## src/rtl/cache_replace_plru.sv

```systemverilog
// Victim-selection unit for N-way set-associative caches: per-set tree-PLRU
// state with a runtime-selectable 16-bit LFSR random mode.
module cache_replace_plru #(
    parameter int WAYS  = 4,
    parameter int SETS  = 256,
    parameter int IDX_W = $clog2(SETS)
) (
    input  logic             clock,
    input  logic             reset,
    input  logic             query_valid,
    input  logic [IDX_W-1:0] query_set,
    input  logic [WAYS-1:0]  valid_way,
    input  logic             policy,
    input  logic             touch_valid,
    input  logic [IDX_W-1:0] touch_set,
    input  logic [WAYS-1:0]  touch_way,
    output logic             victim_valid,
    output logic [WAYS-1:0]  victim_way
);

    localparam int LVL   = $clog2(WAYS);
    localparam int NODES = WAYS - 1;

    logic [NODES-1:0] plru [SETS];
    logic [15:0]      lfsr;

    logic             touch_any;
    logic [LVL-1:0]   touch_idx;
    logic [NODES-1:0] touch_bits;
    logic [NODES-1:0] query_bits;
    logic             has_invalid;
    logic [LVL-1:0]   invalid_idx;
    logic [LVL-1:0]   victim_idx;
    logic             lfsr_fb;

    // Every node on the root-to-leaf path points away from the touched way.
    function automatic logic [NODES-1:0] touch_update(input logic [NODES-1:0] bits_in,
                                                      input logic [LVL-1:0]   way);
        logic [NODES-1:0] b;
        int unsigned      node;
        b    = bits_in;
        node = 0;
        for (int unsigned l = 0; l < LVL; l++) begin
            b[node] = ~way[LVL-1-l];
            node    = 2 * node + 1 + {31'd0, way[LVL-1-l]};
        end
        return b;
    endfunction

    function automatic logic [LVL-1:0] plru_walk(input logic [NODES-1:0] bits_in);
        logic [LVL-1:0] w;
        logic           d;
        int unsigned    node;
        w    = '0;
        node = 0;
        for (int unsigned l = 0; l < LVL; l++) begin
            d           = bits_in[node];
            w[LVL-1-l]  = d;
            node        = 2 * node + 1 + {31'd0, d};
        end
        return w;
    endfunction

    always_comb begin
        touch_any = 1'b0;
        touch_idx = '0;
        for (int unsigned i = WAYS; i > 0; i--) begin
            if (touch_way[i-1]) begin
                touch_any = 1'b1;
                touch_idx = LVL'(i - 1);
            end
        end
    end

    always_comb begin
        has_invalid = 1'b0;
        invalid_idx = '0;
        for (int unsigned i = WAYS; i > 0; i--) begin
            if (!valid_way[i-1]) begin
                has_invalid = 1'b1;
                invalid_idx = LVL'(i - 1);
            end
        end
    end

    assign touch_bits = touch_update(plru[touch_set], touch_idx);

    // Same-set touch in the query cycle is forwarded so the victim sees post-touch state.
    assign query_bits = (touch_valid && touch_any && (touch_set == query_set))
                        ? touch_bits : plru[query_set];

    always_comb begin
        if (has_invalid)
            victim_idx = invalid_idx;
        else if (policy)
            victim_idx = lfsr[LVL-1:0];
        else
            victim_idx = plru_walk(query_bits);
    end

    assign lfsr_fb = lfsr[15] ^ lfsr[13] ^ lfsr[12] ^ lfsr[10];

    always_ff @(posedge clock) begin
        if (reset) begin
            for (int unsigned s = 0; s < SETS; s++)
                plru[s] <= '0;
            lfsr         <= 16'h0001;
            victim_valid <= 1'b0;
            victim_way   <= '0;
        end else begin
            if (touch_valid && touch_any)
                plru[touch_set] <= touch_bits;
            if (query_valid)
                lfsr <= {lfsr[14:0], lfsr_fb};
            victim_valid <= query_valid;
            victim_way   <= query_valid ? ({{(WAYS-1){1'b0}}, 1'b1} << victim_idx) : '0;
        end
    end

endmodule

```

## config.mk

```make
export PLATFORM = sky130hd
export DESIGN_NAME = cache_replace_plru
export DESIGN_NICKNAME = d
export VERILOG_FILES = /design/src/rtl/cache_replace_plru.sv
export SDC_FILE = /design/constraint.sdc
export NUM_CORES = 1
export LEC_CHECK = 0
export BUFFER_PORTS_ARGS = -buffer_cell sky130_fd_sc_hd__buf_2
export CAP_MARGIN = 25
export CELL_PAD_IN_SITES_DETAIL_PLACEMENT = 2
export CELL_PAD_IN_SITES_GLOBAL_PLACEMENT = 2
export CORE_MARGIN = 5
export CORE_UTILIZATION = 49
export CTS_CLUSTER_SIZE = 40
export DETAILED_ROUTE_END_ITERATION = 8
export PLACE_DENSITY_LB_ADDON = 0.1
export SYNTH_ARGS = -nofsm -noshare
export SYNTH_HDL_FRONTEND = slang
export SYNTH_SLANG_ARGS = --single-unit
```

## constraint.sdc

```tcl
create_clock -name clock -period 5.6 [get_ports clock]
set_clock_uncertainty 0.1 [all_clocks]
set_input_delay 0.84 -clock clock [delete_from_list [all_inputs] [get_ports clock]]
set_output_delay 0.84 -clock clock [all_outputs]
set_load 0.03 [all_outputs]
```

==> results of run 1 <==
-- synth_stat cells, types with 12 or more instances --
library cell  count  area, µm²
buf_4            42        315
nand2b_1        145        907
edfxtp_1        768      23100
nor3_1          273       1370
nand3_1          44        220
a22o_1           12        105
o21bai_1        128        961
nand2_1         223        837
buf_1            13       48.8
nor2b_1          28        175
a22oi_1          96        721
a21oi_1          28        140
mux4_2          228       5130
nor2_1          570       2140
buf_2           103        515
clkbuf_1        183        687
dfxtp_1          21        420
mux2i_1         236       2360
-- metrics by stage --
stage               cell area [µm²]  hold WS (ns)  power (mW)  worst slack [ns]
floorplan                     41800         0.360        7.92              1.94
global placement              43400         0.373        8.58             0.550
detailed placement            43400         0.392        8.67             0.415
CTS                           46100         0.406        14.2              1.09
global route                  46100         0.453        14.6             0.955
finish                        46200         0.400        14.3             0.881
-- worst max-delay path: stages --
cell	delay, ns
clkbuf_8	0.49
buf_4	0.50
mux4_2	0.58
nor2b_1	0.19
a2111oi_0	0.73
a211oi_1	0.13
o311ai_0	0.16
nor4_1	0.10
a2111oi_0	0.79
a31oi_1	0.23
buf_4	0.22
and2_1	0.13
-- layout make-up --
class                           instances  share of cell area (%)
Antenna cell                            5                  0.0271
Tap cell                             1144                    3.10
Clock inverter                         46                   0.680
Timing Repair Buffer                  182                    3.69
Sequential cell                       789                    50.9
Clock buffer                          115                    5.08
Inverter                                6                  0.0488
Multi-Input combinational cell       2193                    36.5
-- registers in the layout (all words and copies together), names as in the netlist --
register      cells
plru            768
lfsr             16
victim_way        4
victim_valid      1
-- cell usage in the layout (no fill, tap or decap), drive strengths merged, types with 7 or more instances in the layout --
| cell | n |
|---|---|
| edfxtp | 768 |
| nor2 | 570 |
| nor3 | 273 |
| mux4 | 238 |
| mux2i | 236 |
| nand2 | 223 |
| buf | 180 |
| nand2b | 145 |
| o21bai | 128 |
| clkbuf | 117 |
| a22oi | 97 |
| nand3 | 44 |
| clkinv | 39 |
| a21oi | 29 |
| nor2b | 28 |
| dfxtp | 21 |
| a22o | 12 |
| and2 | 12 |
| o21ai | 12 |
| o211ai | 10 |
| a31oi | 10 |
| a221oi | 10 |
| inv | 10 |
| nand4 | 9 |
| mux2 | 7 |
| nand3b | 7 |
| nor4 | 7 |
-- report_power, final --
group | switching, mW | internal [mW]
combinational | 1.18 | 0.598
clock | 2.53 | 3.09
sequential | 0.146 | 6.71
-- routing by layer --
layer  vias up  routed length [µm]  GRT usage, %
li1      12411                   -             -
met1     16781               64400          48.6
met2      2110               82800          61.4
met3       641               16600          8.00
met4         8               12500          21.9
met5         -                  57             0
-- kinds of logic after synthesis --
group	synth area share, %
compound gates	6.32
buf+inv	3.96
flops	56.2
simple gates	14.6
xor+xnor	0.230
mux	18.8
-- worst max-delay path by stage --
stage	startpoint	end	cells after the start	slack [ns]
floorplan	touch_set[0]	plru[148][1]$_SDFFCE_PN0P_	13	1.94
detailed placement	query_set[0]	victim_way[1]$_SDFF_PP0_	11	0.41
global route	query_set[0]	victim_way[1]$_SDFF_PP0_	12	0.96
global placement	query_set[0]	victim_way[1]$_SDFF_PP0_	11	0.55
finish	query_set[0]	victim_way[1]$_SDFF_PP0_	12	0.88
CTS	query_set[0]	victim_way[1]$_SDFF_PP0_	11	1.09
==> flow_summary_export.csv, run 1 <==
group,metric,value,unit
outcome,status,"completed",
setup_path,worstPathRequired,6.04,ns
route,via_per_inst,7.13,
setup_path,path_max_fanout,41,
route,drt-initial-drc-count,4056,
timing,worstMarginPinSlew,1.26,ns
setup_path,worstPathArrival,5.16,ns
route,drc_errors,0,
timing,slew-limit-headroom,15.7,%
timing,finalMaxSlewViolations,0,
clocking,clk-insertion-delay-late,0.67,ns
route,first_pass_iters,5,
setup_path,r2r_cells,10,
flow_run,cap_violations,0,
route,avgRoutedWirePerCell,39.4,µm
clocking,post-cts-setup-buffer-count,0,
clocking,holdBufCountCts,0,
grt,grt_antenna_before_repair,12,
yosys,synthFlopType,"edfxtp_1",
clocking,cts_sinks,789,
placed_design,portBuffers,33,
timing,setup_viol,0,
placed_design,place_congestion,0.946,
layout,fill_cells,8011,
layout,fin_cells,4480,
timing,setup_tns,0,ns
route,wirelength,176,mm
timing,rsz0062_at_grt,"no",
yosys,async_flop_share,0,%
die,dieArea,0.0913,mm²
min_path,min_path_cells,2,
clocking,clkSlewWorstSetupHoldPaths,0.06,ns
yosys,syn-num-nets,3363,
clocking,clockRootBuffer,"clkbuf_16",
setup_path,timing.rr.end,"victim_way[1]$_SDFF_PP0_",
layout,multi_input_area,0.0168,mm²
clocking,cts_max_level,3,
grt,grt_pass1_wl,250,mm
grt,overflow,0,
setup_path,worstReg2RegStart,"plru[235][0]$_SDFFCE_PN0P_",
die,start_util,49.3,%
grt,track_usage,38.2,%
power,ir_drop,0.000275,V
power,pwr_density_cell,309,mW/mm²
clocking,cts_buffers,90,
placed_design,dpl.hpwl,119,mm
layout,fin_nets,3291,
clocking,cts_buffer_depth,3,
setup_path,path_class,"input port to register",
setup_path,end_kind,"register",
min_path,hold_end,"lfsr[14]$_SDFFE_PP0P_",
min_path,worstHoldStart,"lfsr[14]$_SDFFE_PP0P_",
layout,utilization,54.4,%
timing,clock.fmax,212,MHz
yosys,synthesis.area,0.0418,mm²
layout,layout.area.seq,0.0235,mm²
clocking,cts_resized,0,
die,io-pin-count,34,
die,rows,107,
route,ant_nets,0,
power,leakage,15.5,nW
yosys,synth-seq-cells,789,
grt,grt_max_degree,179,
setup_path,rrSetupSlack,1.59,ns
layout,layout-drive-gt1-share,17.2,%
layout,area_growth,10.4,%
die,die_w,302,µm
yosys,postSynthCellCount,3334,
timing,finalCritPeriodShare,84.3,%
yosys,synth_edf_count,768,
clocking,cts_tree,"yes",
min_path,worstHoldPathType,"register to register",
die,die-height,302,µm
yosys,synth.distinct_cells,70,
yosys,yosys_warnings,0,
die,coreArea,0.0849,mm²
timing,min_period,4.72,ns
route,vias,31951,
grt,grt_pass1_vias,33580,
timing,hold_viol_final,0,
setup_path,critPathLaunchType,"input port",
placed_design,dp_cells,4309,
yosys,avgSynthCellArea,12.5,µm²
yosys,seq_area_frac_synth,56.2,%
Power figures use the tool's default switching activity.
==> inputs of run 2 (changes only) <==
--- a/config.mk
+++ b/config.mk
@@ -10,7 +10,7 @@
 export CELL_PAD_IN_SITES_DETAIL_PLACEMENT = 2
 export CELL_PAD_IN_SITES_GLOBAL_PLACEMENT = 2
 export CORE_MARGIN = 5
-export CORE_UTILIZATION = 49
+export CORE_UTILIZATION = 41
 export CTS_CLUSTER_SIZE = 40
 export DETAILED_ROUTE_END_ITERATION = 8
 export PLACE_DENSITY_LB_ADDON = 0.1
==> constraint.sdc (replaced) <==
create_clock -name clock -period 3.95 [get_ports clock]
set_clock_uncertainty 0.1 [all_clocks]
set_input_delay 0.5925 -clock clock [delete_from_list [all_inputs] [get_ports clock]]
set_output_delay 0.5925 -clock clock [all_outputs]
set_load 0.03 [all_outputs]
==> run 2 against run 1 <==
  * Design area is 5.7% higher
  * Sequential share of layout area is 2.7 points lower
  * Wire length is 1.5% higher
  * Core utilization is 6.4 points lower
  * Largest power group unchanged
  * Clock power is 59% higher
  * Die area is 19% higher
  * Critical endpoint is now victim_way[3]$_SDFF_PP0_
==> flow_summary_export.csv, run 2 (same netlist as run 1, synthesis figures left out) <==
group,metric,value,unit
min_path,worstHoldStart,"valid_way[0]",
grt,overflow,0,
power,leakage,16.8,nW
timing,slew-limit-headroom,30.0,%
grt,grt_antenna_before_repair,9,
placed_design,place_congestion,0.966,
clocking,cts_buffer_depth,3,
setup_path,worstPathArrival,4.33,ns
setup_path,r2r_cells,11,
timing,setup_viol,0,
layout,final_common_cell,"edfxtp_1",
layout,stdcell_area,0.0488,mm²
setup_path,end_kind,"register",
clocking,clk-insertion-delay-late,0.70,ns
die,die-height,329,µm
clocking,cts_max_level,3,
layout,area_growth,16.7,%
timing,rsz0062_at_grt,"no",
clocking,cts_tree,"yes",
layout,layout-drive-gt1-share,22.5,%
clocking,cts_buffers,92,
layout,fin_cells,4931,
die,start_util,41.2,%
timing,worstMarginPinSlew,1.05,ns
setup_path,worstPathRequired,4.47,ns
route,drc_errors,0,
clocking,cts_sinks,789,
flow_run,cap_violations,0,
setup_path,critPathLaunchType,"input port",
clocking,clkSlewWorstSetupHoldPaths,0.06,ns
layout,mostFrequentLayoutCells,"edfxtp_1 (768), nor2_1 (563), buf_4 (307)",
grt,grt_pass1_vias,33570,
setup_path,path_max_fanout,28,
setup_path,worstReg2RegStart,"plru[157][0]$_SDFFCE_PN0P_",
grt,grt.busiest_layer,"met2",
setup_path,path_class,"input port to register",
grt,grt_pass1_wl,254,mm
power,ir_drop,0.000387,V
timing,finalCritPeriodShare,96.4,%
placed_design,portBuffers,33,
placed_design,dpl.hpwl,130,mm
grt,gr-usage-met1,42.5,%
route,first_pass_iters,5,
clocking,post-cts-setup-buffer-count,0,
timing,finalMaxSlewViolations,0,
min_path,hold_end,"victim_way[2]$_SDFF_PP0_",
placed_design,dp_cells,4754,
setup_path,timing.rr.end,"victim_way[1]$_SDFF_PP0_",
timing,clock.fmax,262,MHz
clocking,holdBufCountCts,0,
route,ant_nets,0,
timing,min_period,3.81,ns
clocking,clockRootBuffer,"clkbuf_16",
route,drt-initial-drc-count,3538,
outcome,status,"completed",
die,io-pin-count,34,
power,pwr_density_cell,439,mW/mm²
grt,grt_max_degree,83,
timing,hold_viol_final,0,
setup_path,rrSetupSlack,0.21,ns
min_path,min_path_cells,4,
die,die_w,329,µm
placed_design,place_area,0.0457,mm²
placed_design,place_ws,-0.435,ns
clocking,cts_resized,0,
layout,largest_register_ff_count,768,
die,dieArea,0.108,mm²
grt,use_met3,5.80,%
grt,track_usage,32.8,%
layout,reg_top3,"plru (768), lfsr (16), victim_way (4)",
min_path,worstHoldPathType,"input port to register",
route,vias,31404,
layout,fin_nets,3509,
grt,globalRouteMet2Util,54.3,%
die,coreArea,0.102,mm²
layout,regMostFlops,"plru",
power,power.total,21.4,mW
route,wirelength,179,mm
route,avgRoutedWirePerCell,36.3,µm
die,rows,117,
route,via_per_inst,6.37,
timing,layout_setup_ws,0.140,ns
layout,utilization,48.0,%
==> run 2: cell types whose count changed in the layout (fill, tap and decap cells not counted), moves of 6 or more <==
| cell | change |
|---|---|
| buf_12 | +31 |
| buf_4 | +188 |
| bufinv_16 | +10 |
| clkinv_1 | -7 |
| nand2_1 | +6 |
| nand2_2 | -6 |
| nor2_4 | -6 |
==> run 2: where the power goes <==
part | internal, mW | switching (mW)
sequential | 9.51 | 0.203
clock | 5.25 | 3.68
combinational | 1.04 | 1.72
==> run 2: how the worst max path moves through the flow <==
stage                 start                         end  slack (ns)  cells past startpoint
2_1_floorplan  touch_set[0]  plru[148][1]$_SDFFCE_PN0P_        0.54                     13
3_3_place_gp   query_set[4]    victim_way[1]$_SDFF_PP0_       -0.91                     13
3_5_place_dp   query_set[4]    victim_way[3]$_SDFF_PP0_       -0.43                     14
4_1_cts        query_set[4]    victim_way[3]$_SDFF_PP0_        0.28                     14
5_1_grt        query_set[4]    victim_way[3]$_SDFF_PP0_        0.13                     14
6_report       query_set[4]    victim_way[3]$_SDFF_PP0_        0.14                     14
==> run 2: routing by layer <==
| layer | share of wire (%) | routed length (µm) |
|---|---|---|
| met5 | 0.0073 | 13 |
| met4 | 5.5 | 9800 |
| met3 | 6.7 | 12000 |
| met2 | 48 | 85700 |
| met1 | 40 | 71700 |
==> run 2: through the flow <==
step | setup TNS [ns] | hold WS, ns
finish | 0 | 0.282
global route | 0 | 0.277
CTS | 0 | 0.229
detailed placement | -57.73 | 0.393
global placement | -39.29 | 0.377
floorplan | 0 | 0.360
==> run 2: layout make-up <==
cell class / count / area [µm²]
multi-input cells: 2193 / 16800
fillers: 9872 / 52800
diodes: 5 / 12.5
inverters: 6 / 22.5
flip-flops and latches: 789 / 23500
clock buffers: 116 / 2460
clock inverters: 56 / 622
well taps: 1368 / 1710
repair buffers: 398 / 3690
==> run 2: worst max-delay path, stage by stage <==
cell and delay [ns]:
buf_4 0.18, buf_12 0.26, nor2b_1 0.87, a22o_1 0.39
a221oi_1 0.08, buf_4 0.19, o221ai_2 0.14, a221oi_2 0.07
nor4_1 0.42, a2111oi_0 0.16, buf_2 0.22, buf_4 0.14
a31oi_1 0.38, nor2b_1 0.20
